$ cat src/rtl/pipeline_stage_reg_pkg.sv
// Shared CPU pipeline types: stage-control decode, per-stage payload layouts and the bubble word.
// Imported by the pipeline register and its skid-buffer option (macro PIPE_SKID_EN).
package cpu_types_pkg;

    typedef enum logic [1:0] {
        PIPE_ENABLE = 2'd0,
        PIPE_STALL  = 2'd1,
        PIPE_NOP    = 2'd2
    } pipe_state_t;

    // Bubble encoding loaded on reset and flush; stages that need a real NOP override NOP_VAL.
    localparam logic [63:0] NOP_INSTR = 64'h0;

    typedef struct packed {
        logic [31:0] pc;
        logic [31:0] instr;
    } fd_payload_t;

    typedef struct packed {
        logic [31:0] pc;
        logic [4:0]  rd;
        logic [4:0]  rs1;
        logic [4:0]  rs2;
        logic [5:0]  op;
        logic [31:0] imm;
    } de_payload_t;

    typedef struct packed {
        logic [4:0]  rd;
        logic        mem_rd;
        logic        mem_wr;
        logic [31:0] alu_res;
        logic [31:0] store_val;
    } em_payload_t;

    typedef struct packed {
        logic [4:0]  rd;
        logic        wb_en;
        logic [31:0] wb_val;
    } mw_payload_t;

    // Flush outranks stall, which outranks a normal transfer.
    function automatic pipe_state_t decode_pipe_state(input logic flush, input logic stall);
        if (flush) return PIPE_NOP;
        if (stall) return PIPE_STALL;
        return PIPE_ENABLE;
    endfunction

endpackage

$ cat src/rtl/pipeline_stage_reg_if.sv
// Valid/ready handshake bundle for one pipeline stage: upstream side and downstream side.
// master = the surrounding pipeline (or bench), slave = the stage register itself.
interface pipeline_stage_reg_if #(
    parameter int DATA_W = 64
);
    logic              in_valid;
    logic              in_ready;
    logic [DATA_W-1:0] in_data;
    logic              out_valid;
    logic              out_ready;
    logic [DATA_W-1:0] out_data;

    modport master (
        output in_valid, in_data, out_ready,
        input  in_ready, out_valid, out_data
    );

    modport slave (
        input  in_valid, in_data, out_ready,
        output in_ready, out_valid, out_data
    );
endinterface

$ cat src/rtl/pipeline_stage_reg_skid_buf.sv
// One-entry holding register with full flag; the second slot of the stage when PIPE_SKID_EN is set.
module pipe_skid_buf #(
    parameter int DATA_W = 64
) (
    input  logic              CLK,
    input  logic              nRST,
    input  logic              clr,
    input  logic              wr,
    input  logic              rd,
    input  logic [DATA_W-1:0] wdata,
    output logic              full,
    output logic [DATA_W-1:0] rdata
);
    logic              full_q, full_d;
    logic [DATA_W-1:0] data_q, data_d;

    always_comb begin
        full_d = full_q;
        data_d = data_q;
        if (clr) begin
            full_d = 1'b0;
        end else if (wr) begin
            full_d = 1'b1;
            data_d = wdata;
        end else if (rd) begin
            full_d = 1'b0;
        end
    end

    always_ff @(posedge CLK or negedge nRST) begin
        if (!nRST) begin
            full_q <= 1'b0;
            data_q <= '0;
        end else begin
            full_q <= full_d;
            data_q <= data_d;
        end
    end

    assign full  = full_q;
    assign rdata = data_q;
endmodule

$ cat src/rtl/pipeline_stage_reg.sv
// Inter-stage pipeline register: valid/ready handshake, hazard stall, flush, bubble statistics.
// Define PIPE_SKID_EN to add a skid entry so in_ready no longer depends on out_ready.
module pipeline_stage_reg
    import cpu_types_pkg::*;
#(
    parameter int                DATA_W  = 64,
    parameter logic [DATA_W-1:0] NOP_VAL = DATA_W'(NOP_INSTR),
    parameter int                STAT_W  = 16
) (
    input  logic                  CLK,
    input  logic                  nRST,
    input  logic                  flush,
    input  logic                  stall,
    pipeline_stage_reg_if.slave   bus,
    output logic [1:0]            occupancy,
    output logic [STAT_W-1:0]     stat_bubbles
);
    pipe_state_t       state;
    logic              out_valid_q, out_valid_d;
    logic [DATA_W-1:0] out_data_q, out_data_d;
    logic [STAT_W-1:0] stat_q, stat_d;
    logic              accept;
    logic              consume;

    assign state   = decode_pipe_state(flush, stall);
    // A stalled stage keeps out_valid high but must not hand its payload on.
    assign consume = (state == PIPE_ENABLE) && out_valid_q && bus.out_ready;
    assign accept  = bus.in_valid && bus.in_ready;

`ifdef PIPE_SKID_EN
    logic              skid_full;
    logic              skid_wr;
    logic              skid_rd;
    logic [DATA_W-1:0] skid_data;

    assign bus.in_ready = (state == PIPE_ENABLE) && !skid_full;
    assign skid_wr      = accept && out_valid_q && !consume;
    assign skid_rd      = consume && skid_full;
    assign occupancy    = 2'(out_valid_q) + 2'(skid_full);

    pipe_skid_buf #(
        .DATA_W (DATA_W)
    ) u_skid (
        .CLK   (CLK),
        .nRST  (nRST),
        .clr   (state == PIPE_NOP),
        .wr    (skid_wr),
        .rd    (skid_rd),
        .wdata (bus.in_data),
        .full  (skid_full),
        .rdata (skid_data)
    );
`else
    assign bus.in_ready = (state == PIPE_ENABLE) && (!out_valid_q || bus.out_ready);
    assign occupancy    = 2'(out_valid_q);
`endif

    always_comb begin
        out_valid_d = out_valid_q;
        out_data_d  = out_data_q;
        unique case (state)
            PIPE_NOP: begin
                out_valid_d = 1'b0;
                out_data_d  = NOP_VAL;
            end
            PIPE_STALL: begin
            end
            PIPE_ENABLE: begin
`ifdef PIPE_SKID_EN
                // A full skid blocks input, so draining it never races with an accept.
                if (skid_rd) begin
                    out_valid_d = 1'b1;
                    out_data_d  = skid_data;
                end else
`endif
                if (accept && (!out_valid_q || consume)) begin
                    out_valid_d = 1'b1;
                    out_data_d  = bus.in_data;
                end else if (consume) begin
                    out_valid_d = 1'b0;
                end
            end
            default: begin
            end
        endcase
    end

    always_comb begin
        stat_d = stat_q;
        if (bus.out_ready && !out_valid_q && !stall && (stat_q != '1)) begin
            stat_d = stat_q + STAT_W'(1);
        end
    end

    always_ff @(posedge CLK or negedge nRST) begin
        if (!nRST) begin
            out_valid_q <= 1'b0;
            out_data_q  <= NOP_VAL;
            stat_q      <= '0;
        end else begin
            out_valid_q <= out_valid_d;
            out_data_q  <= out_data_d;
            stat_q      <= stat_d;
        end
    end

    assign bus.out_valid = out_valid_q;
    assign bus.out_data  = out_data_q;
    assign stat_bubbles  = stat_q;
endmodule

$ cat src/flat_wrapper.sv
// flat-port wrapper written by rule: the top's interface ports become plain ports
module pipeline_stage_reg_flat import cpu_types_pkg::*;
#(
    parameter int                DATA_W  = 64,
    parameter logic [DATA_W-1:0] NOP_VAL = DATA_W'(NOP_INSTR),
    parameter int                STAT_W  = 16
)
  (CLK, nRST, flush, stall, occupancy, stat_bubbles, bus_in_valid, bus_in_data, bus_out_ready, bus_in_ready, bus_out_valid, bus_out_data);
  pipeline_stage_reg_if #(.DATA_W(DATA_W)) bus_i ();
  input  logic CLK;
  input  logic nRST;
  input  logic flush;
  input  logic stall;
  output logic [1:0] occupancy;
  output logic [STAT_W-1:0] stat_bubbles;
  input wire logic [$bits(bus_i.in_valid)-1:0] bus_in_valid;
  input wire logic [$bits(bus_i.in_data)-1:0] bus_in_data;
  input wire logic [$bits(bus_i.out_ready)-1:0] bus_out_ready;
  output wire logic [$bits(bus_i.in_ready)-1:0] bus_in_ready;
  output wire logic [$bits(bus_i.out_valid)-1:0] bus_out_valid;
  output wire logic [$bits(bus_i.out_data)-1:0] bus_out_data;
  assign bus_i.in_valid = bus_in_valid;
  assign bus_i.in_data = bus_in_data;
  assign bus_i.out_ready = bus_out_ready;
  assign bus_in_ready = bus_i.in_ready;
  assign bus_out_valid = bus_i.out_valid;
  assign bus_out_data = bus_i.out_data;
  pipeline_stage_reg #(.DATA_W(DATA_W), .NOP_VAL(NOP_VAL), .STAT_W(STAT_W)) u_core (.CLK(CLK), .nRST(nRST), .flush(flush), .stall(stall), .bus(bus_i), .occupancy(occupancy), .stat_bubbles(stat_bubbles));
endmodule
$ cat config.mk
export PLATFORM = sky130hd
export DESIGN_NAME = pipeline_stage_reg_flat
export DESIGN_NICKNAME = d
export VERILOG_FILES = /design/src/rtl/pipeline_stage_reg_pkg.sv /design/src/rtl/pipeline_stage_reg_if.sv /design/src/rtl/pipeline_stage_reg_skid_buf.sv /design/src/rtl/pipeline_stage_reg.sv /design/src/flat_wrapper.sv
export SDC_FILE = /design/constraint.sdc
export NUM_CORES = 1
export LEC_CHECK = 0
export CORE_UTILIZATION = 42
export DETAILED_ROUTE_END_ITERATION = 10
export PLACE_DENSITY = 0.8
export SLEW_MARGIN = 5
export SYNTH_ARGS = -nofsm -noshare
export SYNTH_HDL_FRONTEND = slang
export SYNTH_SLANG_ARGS = --single-unit
export TNS_END_PERCENT = 20
$ cat constraint.sdc
create_clock -name CLK -period 2.68 [get_ports CLK]
set_clock_uncertainty 0.2 [all_clocks]
set_input_delay 0.268 -clock CLK [delete_from_list [all_inputs] [get_ports CLK]]
set_output_delay 0.268 -clock CLK [all_outputs]
set_load 0.02 [all_outputs]
==> impl_metrics.tcl <==
set metrics [dict create \
    ys_warn_count 0 \
    finalMaxSlewViolations 0 \
    rows 33 \
    cts_root_buf "clkbuf_8" \
    yosysUniqueCellTypes 34 \
    port_buffers 152 \
    grt_start_max_net_pins 77 \
    p_int_mw 2.193 \
    place_ws_ps 376.4 \
    vias_per_cell 4.944 \
    path_clk_slew_ps 80 \
    period_share_pct 84.71 \
    fmax_mhz 440.5 \
    slew_headroom_pct 63.85 \
    cp_max_fo 5 \
    worst_setup_path_end_kind "output port" \
    vias 3080 \
    routed_wl_mm 8.818 \
    swShare_pct 27.01 \
    synth_most_common_cell "dfrtp_1" \
    first_global_vias 2991 \
    cp_data_required_time_ps 2210 \
    r2r_start "u_core.stat_bubbles[0]$_DFFE_PN0P_" \
    areaGrowthSynthToFinish_pct 51.90 \
    setup_viol 0 \
    p_sw_uw 811.7 \
    worst_pin_slew_ps 538.3 \
    p_seq_share_pct 46.8 \
    worst_slack_ps 409.8 \
    htree_levels 3 \
    drive_gt1_share_pct 5.985 \
    core-area_mm2 0.008258 \
    rsz0062_at_grt "false" \
    seq_area_frac_synth_pct 56.54 \
    dpl_cell_area_mm2 0.005214 \
    ys_ff_latch 81 \
    syn-num-nets 438 \
    outcome "completed" \
    p_clk_share_pct 32.6 \
    grt-ovfl-total 0 \
    n_antenna_cell 0 \
    synth-edff-count 0 \
    crit_start "stall" \
    p_leak_nw 2.275 \
    fill_cells 630 \
    cts.path.max_buffers 2 \
    drc_errors 0 \
    fin_area_mm2 0.005445 \
    power.total_mw 3.005 \
    vdd_drop_max_v 0.0002782 \
    die_h_um 94.39 \
    grt.total_usage_pct 20.21 \
    max_cap_viol_count 0 \
    cts.sinks 81 \
    dieWidth_um 94.39 \
    syn_area_mm2 0.003585 \
    grt_pass1_wl_mm 14.11 \
    dr.pass1.iters 4 \
    cp.arrival_ps 1800 \
    hold_viol 0 \
    cp-start-kind "primary input" \
    fin_crit_ps 2270 \
    post_cts_resized 0 \
    utilization_pct 65.94 \
    final_antenna_net_count 0 \
    power.density_mw_per_mm2 551.8 \
    fin_nets 584 \
    netlist.area_leader.share_pct 56.54 \
    initial_core_util_pct 43.41 \
    setup_tns_ps 0 \
    synth_area_leader_cell "dfrtp_1" \
    wl_per_cell_um 14.15 \
    syn-instance-count 367 \
    ys.flop_type "dfrtp_1" \
    ios 154 \
    gp_congestion 0.8753 \
    cts_setup_buffers 0 \
    clock_latency_ps 340 \
    grt_antenna_before_repair 0 \
    p_comb_share_pct 20.6 \
    cts_made_buffers 9 \
    synth_area_leaders "dfrtp_1 (57%), nand2b_1 (12%), o21ai_0 (8.8%), nand2_1 (7.3%), xor2_1 (2.4%)" \
    avgSynthCellArea_um2 9.768 \
    dpl.hpwl_mm 6.045 \
    hold_path_class "in2async" \
    crit_type "in2out" \
    cts_tree "built" \
    drt_iter0_markers 137 \
    dieArea_mm2 0.008909 \
    ys_top_cells_by_count "dfrtp_1 (81), nand2_1 (70), nand2b_1 (66)" \
    async_flop_share_pct 100.0 \
]
-- worst max-delay path: stages --
cell	delay [ps]
clkdlybuf4s50_1	540
a211oi_1	330
clkdlybuf4s50_1	670
-- layout by cell type (no fill, tap or decap), types with 2 or more instances in the layout --
cell type	count
nand2b_1	66
a21oi_1	2
buf_12	3
dfrtp_1	81
or3_1	2
xor2_1	10
nand4_1	4
nor3_1	4
clkdlybuf4s50_1	150
mux2_2	3
clkbuf_1	2
bufinv_16	2
and3_1	2
inv_1	3
o21ai_1	2
nor4_1	2
nor2_1	8
nand3_1	7
o21ai_0	63
buf_4	3
clkbuf_8	10
nand2_1	70
-- kinds of logic after synthesis --
group | after synthesis | synth area share, %
and+or+nand+nor | 173 | 25.51
DFF | 81 | 56.54
AOI/OAI and AO/OA | 70 | 10.19
buffers and inverters | 26 | 3.211
xor gates and xnor gates | 10 | 2.443
muxes | 5 | 1.640
adders and majority gates | 1 | 0.3490
other | 1 | 0.1046
-- area by class of cell --
class                   instances  area, um^2  share of cell area [%]
flip-flops and latches         81        2027                   37.22
repair buffers                158        1599                   29.37
multi-input cells             260        1455                   26.72
clock buffers                  12       145.1                   2.665
well taps                     105       131.4                   2.413
clock inverters                 4       76.32                   1.402
inverters                       3       11.26                  0.2068
-- path summary, 6_finish.rpt --
path                                                        to  slack, ps  cells after the start
setup / recovery                                  bus_in_ready        410                      3
hold / removal             u_core.bus.out_data[39]$_DFFE_PN0P_        240                      2
setup reg to reg            u_core.stat_bubbles[1]$_DFFE_PN0P_        480                      5
hold reg to reg            u_core.bus.out_data[37]$_DFFE_PN0P_        330                      2
max in group asynchronous  u_core.stat_bubbles[10]$_DFFE_PN0P_       1420                      3
min in group CLK           u_core.bus.out_data[61]$_DFFE_PN0P_        270                      3
-- metal layers --
layer	share of wire (%)	global-route usage, %	wire (um)	vias up
li1	-	-	-	1488
met1	43	26.30	3756	1453
met2	47	32.00	4176	123
met3	8.3	5.958	730	16
met4	1.7	7.308	154	0
met5	0	0	0	-
-- power by group through the flow --
stage          clock network [mW]  logic [mW]  registers, mW
2_1_floorplan                   0       0.157           1.52
3_3_place_gp                    0       0.613           1.41
3_5_place_dp                    0       0.622           1.42
4_1_cts                      1.01       0.626           1.40
5_1_grt                      1.06       0.671           1.42
6_report                    0.980       0.620           1.41
-- registers in the layout, summed over array words and instances (netlist names) --
| name | flops |
|---|---|
| u_core.bus.out_data | 64 |
| u_core.bus.out_valid | 1 |
| u_core.stat_bubbles | 16 |
-- repair_timing --
action                                  4_1_cts  5_1_grt
endpoints found under the hold margin        38        0
endpoints found under the setup margin        0        0
hold buffers                                  1        0
-- through the flow --
stage	hold WS, ps	std cells
detailed placement	76.18	606
finish	237.7	623
global placement	71.93	606
floorplan	-227.6	367
global route	271.6	623
CTS	248.4	623
Note: power is estimated with default switching activity, not from simulation.
